[config.mk]
export PLATFORM = sky130hd
export DESIGN_NAME = frame_strobe_gen_flat
export DESIGN_NICKNAME = d
export VERILOG_FILES = /design/src/rtl/frame_strobe_gen_pkg.sv /design/src/rtl/frame_strobe_gen_if.sv /design/src/rtl/frame_strobe_gen_strobe_decoder.sv /design/src/rtl/frame_strobe_gen.sv /design/src/flat_wrapper.sv
export SDC_FILE = /design/constraint.sdc
export NUM_CORES = 1
export LEC_CHECK = 0
export CORE_MARGIN = 2
export CORE_UTILIZATION = 44
export DETAILED_ROUTE_END_ITERATION = 16
export HOLD_SLACK_MARGIN = 0.06
export PLACE_DENSITY = 0.77
export SETUP_SLACK_MARGIN = 0.15
export SYNTH_ARGS = -nofsm -noshare
export SYNTH_HDL_FRONTEND = slang
export SYNTH_SLANG_ARGS = --single-unit
export TNS_END_PERCENT = 1
[constraint.sdc]
create_clock -name CLK -period 1.9 [get_ports CLK]
set_input_delay 0.57 -clock CLK [delete_from_list [all_inputs] [get_ports CLK]]
set_output_delay 0.57 -clock CLK [all_outputs]
set_load 0.02 [all_outputs]
[src/rtl/frame_strobe_gen_pkg.sv]
// Shared configuration-path definitions: FSM state encoding and the default
// command field widths used by both the config controller and the column
// strobe generators.
package frame_strobe_gen_pkg;

    localparam int DEF_COL_W          = 5;
    localparam int DEF_FRAME_W        = 5;
    localparam int DEF_FRAMES_PER_COL = 20;

    typedef enum logic [1:0] {
        ST_IDLE   = 2'd0,
        ST_SETUP  = 2'd1,
        ST_STROBE = 2'd2,
        ST_HOLD   = 2'd3
    } fsg_state_e;

    // Largest of three phase lengths; sizes the shared phase down-counter.
    function automatic int max3(input int a, input int b, input int c);
        int m;
        m = (a > b) ? a : b;
        return (m > c) ? m : c;
    endfunction

endpackage

[src/rtl/frame_strobe_gen_if.sv]
// Command handshake and strobe/status bundle between the config controller
// (master) and one column strobe generator (slave).
interface frame_strobe_gen_if
    import frame_strobe_gen_pkg::*;
#(
    parameter int COL_W           = DEF_COL_W,
    parameter int FRAME_W         = DEF_FRAME_W,
    parameter int MaxFramesPerCol = DEF_FRAMES_PER_COL
) ();

    logic                       cmd_valid;
    logic                       cmd_ready;
    logic [COL_W-1:0]           cmd_col;
    logic [FRAME_W-1:0]         cmd_frame;
    logic [MaxFramesPerCol-1:0] FrameStrobe;
    logic                       busy;
    logic                       done;
    logic                       err_range;
    logic                       err_clr;

    modport master (
        output cmd_valid, cmd_col, cmd_frame, err_clr,
        input  cmd_ready, FrameStrobe, busy, done, err_range
    );

    modport slave (
        input  cmd_valid, cmd_col, cmd_frame, err_clr,
        output cmd_ready, FrameStrobe, busy, done, err_range
    );

endinterface

[src/rtl/frame_strobe_gen_strobe_decoder.sv]
// Registered binary-to-one-hot decoder. While enabled the selected bit is
// driven high from a flop; otherwise all outputs are low. Indices outside
// WIDTH decode to all-zero so at most one bit can ever be set.
module frame_strobe_gen_strobe_decoder #(
    parameter int WIDTH = 20,
    parameter int SEL_W = 5
) (
    input  logic             CLK,
    input  logic             reset,
    input  logic             i_en,
    input  logic [SEL_W-1:0] i_sel,
    output logic [WIDTH-1:0] o_onehot
);

    logic [WIDTH-1:0] w_dec;
    logic [WIDTH-1:0] r_onehot;

    // Combinational one-hot decode of the select index.
    always_comb begin
        w_dec = '0;
        for (int i = 0; i < WIDTH; i++) begin
            w_dec[i] = (i_sel == SEL_W'(i));
        end
    end

    // Output flop; async reset clears every bit at once so no other bit can glitch high.
    always_ff @(posedge CLK or posedge reset) begin
        if (reset) begin
            r_onehot <= '0;
        end else if (i_en) begin
            r_onehot <= w_dec;
        end else begin
            r_onehot <= '0;
        end
    end

    assign o_onehot = r_onehot;

endmodule

[src/rtl/frame_strobe_gen.sv]
// Column configuration strobe generator. Accepts (column, frame) write
// commands, ignores other columns, flags out-of-range frames, and for a valid
// command produces a setup / strobe / hold sequence with a registered one-hot
// FrameStrobe decoded from the latched frame index.
module frame_strobe_gen
    import frame_strobe_gen_pkg::*;
#(
    parameter int MaxFramesPerCol = DEF_FRAMES_PER_COL,
    parameter int COL_W           = DEF_COL_W,
    parameter int FRAME_W         = DEF_FRAME_W,
    parameter int COL_ID          = 0,
    parameter int SETUP_CYCLES    = 1,
    parameter int STROBE_CYCLES   = 2,
    parameter int HOLD_CYCLES     = 1
) (
    input logic              CLK,
    input logic              reset,
    frame_strobe_gen_if.slave bus
);

    localparam int CNT_MAX = max3(SETUP_CYCLES, STROBE_CYCLES, HOLD_CYCLES);
    localparam int CNT_W   = $clog2(CNT_MAX + 1);

    // Reload values are phase length minus one: the counter expires at zero.
    localparam int SETUP_LD_I  = (SETUP_CYCLES  > 0) ? SETUP_CYCLES  - 1 : 0;
    localparam int STROBE_LD_I = (STROBE_CYCLES > 0) ? STROBE_CYCLES - 1 : 0;
    localparam int HOLD_LD_I   = (HOLD_CYCLES   > 0) ? HOLD_CYCLES   - 1 : 0;

    localparam logic [CNT_W-1:0] SETUP_LD  = CNT_W'(SETUP_LD_I);
    localparam logic [CNT_W-1:0] STROBE_LD = CNT_W'(STROBE_LD_I);
    localparam logic [CNT_W-1:0] HOLD_LD   = CNT_W'(HOLD_LD_I);

    if (STROBE_CYCLES < 1) begin : g_chk_strobe
        $error("frame_strobe_gen: STROBE_CYCLES must be at least 1");
    end
    if ((2 ** FRAME_W) < MaxFramesPerCol) begin : g_chk_frame_w
        $error("frame_strobe_gen: FRAME_W too narrow for MaxFramesPerCol");
    end

    fsg_state_e         r_state;
    fsg_state_e         w_state_nxt;
    logic [CNT_W-1:0]   r_cnt;
    logic [CNT_W-1:0]   w_cnt_nxt;
    logic [FRAME_W-1:0] r_frame;
    logic               r_ready;
    logic               r_done;
    logic               r_err;

    logic w_hs;
    logic w_col_hit;
    logic w_frame_bad;
    logic w_accept;
    logic w_err_set;

    // Frame compare is done one bit wider so MaxFramesPerCol == 2**FRAME_W still works.
    assign w_hs        = bus.cmd_valid && r_ready && (r_state == ST_IDLE);
    assign w_col_hit   = (bus.cmd_col == COL_W'(COL_ID));
    assign w_frame_bad = ({1'b0, bus.cmd_frame} >= (FRAME_W + 1)'(MaxFramesPerCol));
    assign w_accept    = w_hs && w_col_hit && !w_frame_bad;
    assign w_err_set   = w_hs && w_col_hit && w_frame_bad;

    // Next-state and counter reload; the counter is reloaded on every state entry.
    always_comb begin
        w_state_nxt = r_state;
        w_cnt_nxt   = r_cnt;
        case (r_state)
            ST_IDLE: begin
                if (w_accept) begin
                    if (SETUP_CYCLES > 0) begin
                        w_state_nxt = ST_SETUP;
                        w_cnt_nxt   = SETUP_LD;
                    end else begin
                        w_state_nxt = ST_STROBE;
                        w_cnt_nxt   = STROBE_LD;
                    end
                end
            end
            ST_SETUP: begin
                if (r_cnt == '0) begin
                    w_state_nxt = ST_STROBE;
                    w_cnt_nxt   = STROBE_LD;
                end else begin
                    w_cnt_nxt = r_cnt - CNT_W'(1);
                end
            end
            ST_STROBE: begin
                if (r_cnt == '0) begin
                    if (HOLD_CYCLES > 0) begin
                        w_state_nxt = ST_HOLD;
                        w_cnt_nxt   = HOLD_LD;
                    end else begin
                        w_state_nxt = ST_IDLE;
                        w_cnt_nxt   = '0;
                    end
                end else begin
                    w_cnt_nxt = r_cnt - CNT_W'(1);
                end
            end
            ST_HOLD: begin
                if (r_cnt == '0) begin
                    w_state_nxt = ST_IDLE;
                    w_cnt_nxt   = '0;
                end else begin
                    w_cnt_nxt = r_cnt - CNT_W'(1);
                end
            end
            default: begin
                w_state_nxt = ST_IDLE;
                w_cnt_nxt   = '0;
            end
        endcase
    end

    // State and phase counter registers.
    always_ff @(posedge CLK or posedge reset) begin
        if (reset) begin
            r_state <= ST_IDLE;
            r_cnt   <= '0;
        end else begin
            r_state <= w_state_nxt;
            r_cnt   <= w_cnt_nxt;
        end
    end

    // Latch the target frame on acceptance; the strobe never looks at cmd_* directly.
    always_ff @(posedge CLK) begin
        if (w_accept) begin
            r_frame <= bus.cmd_frame;
        end
    end

    // Registered handshake/status outputs: ready follows IDLE, done pulses on return to IDLE.
    always_ff @(posedge CLK or posedge reset) begin
        if (reset) begin
            r_ready <= 1'b0;
            r_done  <= 1'b0;
        end else begin
            r_ready <= (w_state_nxt == ST_IDLE);
            r_done  <= (r_state != ST_IDLE) && (w_state_nxt == ST_IDLE);
        end
    end

    // Sticky range error; a new error beats a simultaneous clear.
    always_ff @(posedge CLK or posedge reset) begin
        if (reset) begin
            r_err <= 1'b0;
        end else if (w_err_set) begin
            r_err <= 1'b1;
        end else if (bus.err_clr) begin
            r_err <= 1'b0;
        end
    end

    frame_strobe_gen_strobe_decoder #(
        .WIDTH (MaxFramesPerCol),
        .SEL_W (FRAME_W)
    ) u_strobe_decoder (
        .CLK      (CLK),
        .reset    (reset),
        .i_en     (r_state == ST_STROBE),
        .i_sel    (r_frame),
        .o_onehot (bus.FrameStrobe)
    );

    assign bus.cmd_ready = r_ready;
    assign bus.busy      = (r_state != ST_IDLE);
    assign bus.done      = r_done;
    assign bus.err_range = r_err;

endmodule

[src/flat_wrapper.sv]
// flat-port wrapper written by rule: the top's interface ports become plain ports
module frame_strobe_gen_flat import frame_strobe_gen_pkg::*;
#(
    parameter int MaxFramesPerCol = DEF_FRAMES_PER_COL,
    parameter int COL_W           = DEF_COL_W,
    parameter int FRAME_W         = DEF_FRAME_W,
    parameter int COL_ID          = 0,
    parameter int SETUP_CYCLES    = 1,
    parameter int STROBE_CYCLES   = 2,
    parameter int HOLD_CYCLES     = 1
)
  (CLK, reset, bus_cmd_valid, bus_cmd_col, bus_cmd_frame, bus_err_clr, bus_cmd_ready, bus_FrameStrobe, bus_busy, bus_done, bus_err_range);
  frame_strobe_gen_if #(.COL_W(COL_W), .FRAME_W(FRAME_W), .MaxFramesPerCol(MaxFramesPerCol)) bus_i ();
  input logic CLK;
  input logic reset;
  input wire logic [$bits(bus_i.cmd_valid)-1:0] bus_cmd_valid;
  input wire logic [$bits(bus_i.cmd_col)-1:0] bus_cmd_col;
  input wire logic [$bits(bus_i.cmd_frame)-1:0] bus_cmd_frame;
  input wire logic [$bits(bus_i.err_clr)-1:0] bus_err_clr;
  output wire logic [$bits(bus_i.cmd_ready)-1:0] bus_cmd_ready;
  output wire logic [$bits(bus_i.FrameStrobe)-1:0] bus_FrameStrobe;
  output wire logic [$bits(bus_i.busy)-1:0] bus_busy;
  output wire logic [$bits(bus_i.done)-1:0] bus_done;
  output wire logic [$bits(bus_i.err_range)-1:0] bus_err_range;
  assign bus_i.cmd_valid = bus_cmd_valid;
  assign bus_i.cmd_col = bus_cmd_col;
  assign bus_i.cmd_frame = bus_cmd_frame;
  assign bus_i.err_clr = bus_err_clr;
  assign bus_cmd_ready = bus_i.cmd_ready;
  assign bus_FrameStrobe = bus_i.FrameStrobe;
  assign bus_busy = bus_i.busy;
  assign bus_done = bus_i.done;
  assign bus_err_range = bus_i.err_range;
  frame_strobe_gen #(.MaxFramesPerCol(MaxFramesPerCol), .COL_W(COL_W), .FRAME_W(FRAME_W), .COL_ID(COL_ID), .SETUP_CYCLES(SETUP_CYCLES), .STROBE_CYCLES(STROBE_CYCLES), .HOLD_CYCLES(HOLD_CYCLES)) u_core (.CLK(CLK), .reset(reset), .bus(bus_i));
endmodule
## Yosys cells after proc, flatten, opt, wreduce, memory -nomap -nowiden

Cells that the tools add are included.

| word-level totals | value |
|---|---|
| flip-flop bits (word level) | 32 |
| input port bits | 14 |
| output and inout bits | 24 |
| word-level logic and storage cells | 59 |

| cells by class | value |
|---|---|
| add/sub/neg operators | 1 |
| $lt $le $gt $ge | 1 |
| eq/ne operators | 23 |
| muxes and demuxes | 12 |
| reductions and logical operators | 15 |

Operators by type and width:

| cell | number |
|---|---|
| $eq A5 B4 Y1 const B | 8 |
| $eq A5 B3 Y1 const B | 4 |
| $eq A5 B5 Y1 const B | 4 |
| $mux W20 | 1 |
| $mux W2 | 7 |
| $eq A5 B2 Y1 const B | 2 |
| $logic_not A5 Y1 | 2 |
| $pmux W2 S4 | 1 |
| $logic_and A1 B1 Y1 | 6 |
| $logic_not A2 Y1 | 3 |
| $pmux W2 S3 | 1 |
| $eq A5 B1 Y1 const B | 1 |
| $ge A5 B5 Y1 const B | 1 |
| $eq A2 B2 Y1 const B | 2 |
| $reduce_bool A2 Y1 | 2 |
| $eq A2 B1 Y1 const B | 1 |
| $mux W1 | 2 |
| $ne A2 B1 Y1 const B | 1 |
| $reduce_or A2 Y1 | 1 |
| $sub A2 B1 Y2 const B | 1 |
| $logic_not A1 Y1 | 1 |

## Logic depth before layout (Yosys ltp)

| depth | value |
|---|---|
| depth in word-level cells | 8 |
| gate-level depth with buffers | 4 |
| mapped depth without buffers | 4 |

## Modules after synthesis

A second synthesis with hierarchy kept.

| unflattened totals | value |
|---|---|
| cells, all modules | 87 |
| area total of the unflattened synthesis | 1144.8 µm² |

Modules (own cells, without submodules):

| module | times used | cells an instance | area an instance (µm²) | seq. area each (µm²) |
|---|---|---|---|---|
| frame_strobe_gen_strobe_decoder | 1 | 49 | 663.1 | 500.5 |
| frame_strobe_gen | 1 | 38 | 481.7 | 325.3 |

## Worst setup path after synthesis

Ideal clock, no wire load.

| timing | value |
|---|---|
| path kind | input -> register |
| start point | in bus_cmd_col[0] |
| end point | reg u_core.r_frame[0], enable pin |
| setup time | 374 ps |
| arrival time | 1682 ps |
| required time | 1526 ps |
| slack | -155 ps |
| stages | 3 |
| path buffers | 0 |
| path through | nor4_2 > or3b_4 > nor3_1 |

| between the ends | value |
|---|---|
| longest elaborated chain between the ends | 3 |

Ends and longest elaborated chain:

| what | RTL line | text |
|---|---|---|
| start, declared | flat_wrapper.sv:17 | `input wire logic [$bits(bus_i.cmd_col)-1:0] bus_cmd_col;` |
| $logic_not A5 Y1 | frame_strobe_gen.sv:57 | `assign w_col_hit = (bus.cmd_col == COL_W'(COL_ID));` |
| $logic_and A1 B1 Y1 (2 in series) | frame_strobe_gen.sv:59 | `assign w_accept = w_hs && w_col_hit && !w_frame_bad;` |
| named net u_core.w_accept | frame_strobe_gen.sv:52 | `logic w_accept;` |
| end signal, assigned | frame_strobe_gen.sv:128 | `r_frame <= bus.cmd_frame;` |
| end, declared | frame_strobe_gen.sv:44 | `logic [FRAME_W-1:0] r_frame;` |

The timed path passes the listed nets, and every way through them passes these cells.
A chain may end at the register's enable or synchronous reset.

## Final worst setup path

| timing | value |
|---|---|
| start point | reg u_core.u_strobe_decoder.r_onehot[6], in the netlist u_core.u_strobe_decoder.o_onehot[6] |
| end point | out bus_FrameStrobe[6] |

RTL lines:

| what | RTL line | text |
|---|---|---|
| start, declared | frame_strobe_gen_strobe_decoder.sv:16 | `logic [WIDTH-1:0] r_onehot;` |
| start signal, assigned | frame_strobe_gen_strobe_decoder.sv:31 | `r_onehot <= w_dec;` |
| end, declared | flat_wrapper.sv:21 | `output wire logic [$bits(bus_i.FrameStrobe)-1:0] bus_FrameStrobe;` |

No word-level cell between the ends.

==> results.py <==
metrics = {
    "outcome": {
        "status": "completed",
    },
    "worst_setup_path": {
        "cp-end-kind": "output pin",
        "timing.critical_path.cells": "clkdlybuf4s50_1",
        "r2r_end": "u_core.r_frame[4]$_DFFE_PP_",
        "reg2reg_setup_slack_ns": 0.51,
        "reg2regPathDepth": 3,
        "cp_num_cells": 1,
        "slowest_delay_ns": 0.61,
        "cp_top_family": "buffers and inverters",
        "cp-start-kind": "flip-flop",
        "criticalPathCategory": "reg -> out",
        "cp_slowest_cell": "clkdlybuf4s50_1",
        "critPathBufInv": 1,
        "critPathCapture": "bus_FrameStrobe[6]",
        "worst-endpoint-required_ns": 1.33,
        "crit_start": "u_core.u_strobe_decoder.o_onehot[6]$_DFF_PP0_",
        "r2r_start": "u_core.bus.cmd_ready$_DFF_PP0_",
        "cp_max_fo": 1,
        "crit_arrival_ns": 1.26,
    },
    "clock_tree": {
        "numCtsBuffers": 5,
        "path_clk_slew_ns": 0.08,
        "insertion_delay_ns": 0.32,
        "tritoncts": "built",
        "clock_sinks": 32,
        "clockBufferDepth": 2,
        "h-tree-depth": 2,
        "cts-root-buf": "clkbuf_4",
        "cts_setup_buffers": 0,
    },
    "run": {
        "cap_violations": 0,
    },
    "timing": {
        "rsz0062_at_grt": "yes",
        "timing.setup.tns_ns": 0,
        "slew_headroom_pct": 76.6,
        "fmax_ghz": 0.547,
        "setup_viol": 0,
        "final-max-slew-violation-count": 0,
        "finalCritPeriodShare_pct": 96.2,
        "finalCriticalPeriod_ns": 1.83,
        "tightest_slew_ns": 0.350,
        "final-hold-violation-count": 0,
        "clock_skew_ns": 0.00231,
    },
    "power": {
        "power_frac_clock_pct": 21.2,
        "p_sw_share_pct": 29.8,
        "p_per_area_nw_per_um2": 940,
        "total_power_uw": 1580,
        "p_switching_uw": 471,
        "p_comb_share_pct": 29.0,
        "max-vdd-ir-drop_mv": 0.709,
        "p_leak_uw": 0.000737,
        "p_seq_share_pct": 49.8,
        "intPower_uw": 1110,
    },
    "floorplan": {
        "start_util_pct": 46.3,
        "core_area_sq_um": 2480,
        "die_h_microns": 55.1,
        "row_count": 18,
        "die_x_microns": 55.1,
        "dieArea_sq_um": 3030,
        "io_pins": 38,
    },
    "detailed_routing": {
        "remaining_drc_errors": 0,
        "dr.pass1.iters": 4,
        "wl_microns": 2040,
        "via_count": 824,
        "vias_per_cell": 4.79,
        "wl_per_cell_microns": 11.9,
        "drt_iter0_drc": 13,
        "ant_nets": 0,
    },
    "synth": {
        "ys_warn_count": 0,
        "synth_cell_types": 22,
        "seq_area_frac_synth_pct": 72.0,
        "synth_area_leaders": "dfrtp_1 (59%), edfxtp_1 (13%), nor2_1 (5.9%)",
        "synthCells": 90,
        "ys_ff_latch": 32,
        "syn_avg_cell_area_sq_um": 12.7,
        "synth.largest_area_cell": "dfrtp_1",
        "synthFlopType": "dfrtp_1",
        "synth_edf_count": 5,
        "synthTopCellsByCount": "dfrtp_1 (27), nor2_1 (18), nand2_1 (7)",
        "netlist.area_leader.share_pct": 58.9,
        "synth_area_sq_um": 1150,
        "async_reset_ff_share_pct": 84.4,
        "yosysMostFrequentCell": "dfrtp_1",
        "synth_nets": 104,
    },
    "cells_and_area": {
        "areaGrowthSynthToFinish_pct": 46.5,
        "antenna_cells": 0,
        "drive_above_1_share_pct": 14.8,
        "final_nets": 156,
    },
    "grt": {
        "track_usage_pct": 16.6,
        "grt_pass1_vias": 812,
        "grt_max_degree": 28,
        "grt_pass1_wl_microns": 3390,
        "antenna_found_initial": 0,
        "gr-total-overflow": 0,
    },
    "placement": {
        "dp_hpwl_microns": 1660,
        "gp_routability_congestion": 0.734,
        "port_buffers": 37,
    },
    "hold_path": {
        "hold_path_class": "reg -> reg",
    },
}
==> kinds of logic (layout without fill, tap and decap cells) <==
kind of cell,count (synthesis),count (layout),share of synthesized area (%)
DFF,32,32,72.0
xor gates and xnor gates,1,1,0.763
and+or+nand+nor,44,44,20.4
AOI/OAI and AO/OA,8,8,4.69
muxes,1,1,0.872
buffers and inverters,4,56,1.31
==> flip-flops by register name (all words and copies together) (netlist names) <==
name,count
u_core.u_strobe_decoder.o_onehot,20
u_core.r_frame,5
u_core.r_cnt,2
u_core.r_state,2
u_core.bus.cmd_ready,1
u_core.bus.done,1
u_core.bus.err_range,1
==> layout make-up <==
class	count	area (sq um)
clock buffers	6	41.3
clock inverters	1	5.00
fillers	206	797
inverters	4	15.0
multi-input cells	54	329
flip-flops and latches	32	826
well taps	30	37.5
repair buffers	45	427
==> power by group through the flow <==
| stage | sequential [uW] | clock (uW) | combinational, uW |
|---|---|---|---|
| 4_1_cts | 785 | 343 | 462 |
| 3_5_place_dp | 797 | 0 | 472 |
| 5_1_grt | 795 | 366 | 501 |
| 6_report | 787 | 334 | 457 |
| 3_3_place_gp | 795 | 0 | 462 |
| 2_1_floorplan | 839 | 0 | 203 |
==> cells in the final DEF, fill, tap and decap left out <==
master and count:
nor2_1 17, a21oi_1 1, nor2_2 1, xnor2_1 1, buf_4 8, clkbuf_4 5, o21ai_0 2, inv_1 4
nor3_1 5, edfxtp_1 5, nand3_1 2, nand2b_1 2, clkdlybuf4s50_1 31, o21a_1 1, nand3b_1 2, mux2i_1 1
o22ai_1 3, dlygate4sd2_1 5, dlymetal6s2s_1 1, clkinv_2 1, nor2b_1 1, nor3b_2 1, nor4b_2 1, dfrtp_1 27
nand2_1 7, o31ai_2 1, nor3_4 1, clkbuf_1 1, nor4_4 1, nor3b_1 2, or3b_4 1
==> metal layers <==
metal	GRT usage, %	up-vias	routed length (microns)
li1	-	412	-
met1	16.2	372	728
met2	30.4	37	1110
met3	6.72	3	171
met4	7.32	0	34
met5	0	-	0
==> metrics by stage <==
stage               hold WS [ns]  worst slack [ns]  instance area, sq um  utilization (%)  instances
detailed placement         0.493            -0.392                  1640             66.0        165
floorplan                  0.462             0.133                  1170                -         90
finish                     0.517            0.0720                  1680             67.8        172
CTS                        0.514            0.0320                  1680             67.6        172
global route               0.546            0.0142                  1680             67.8        172
global placement           0.484            -0.349                  1640             66.0        165
==> what timing repair did <==
action                                  4_1_cts  5_1_grt
hold buffers                                  0        0
pin swaps                                     1        1
endpoints found under the setup margin       30       28
resized for setup                             5        2
==> worst min path at each step <==
stage                           startpoint                     endpoint  slack, ns  cells past startpoint
2_1_floorplan  u_core.r_cnt[0]$_DFFE_PP0P_  u_core.r_cnt[0]$_DFFE_PP0P_       0.46                      1
3_3_place_gp   u_core.r_cnt[0]$_DFFE_PP0P_  u_core.r_cnt[0]$_DFFE_PP0P_       0.48                      1
3_5_place_dp   u_core.r_cnt[0]$_DFFE_PP0P_  u_core.r_cnt[0]$_DFFE_PP0P_       0.49                      1
4_1_cts        u_core.r_cnt[0]$_DFFE_PP0P_  u_core.r_cnt[0]$_DFFE_PP0P_       0.51                      1
5_1_grt        u_core.r_cnt[0]$_DFFE_PP0P_  u_core.r_cnt[0]$_DFFE_PP0P_       0.55                      1
6_report       u_core.r_cnt[0]$_DFFE_PP0P_  u_core.r_cnt[0]$_DFFE_PP0P_       0.52                      1
Note: power is estimated with default switching activity, not from simulation.
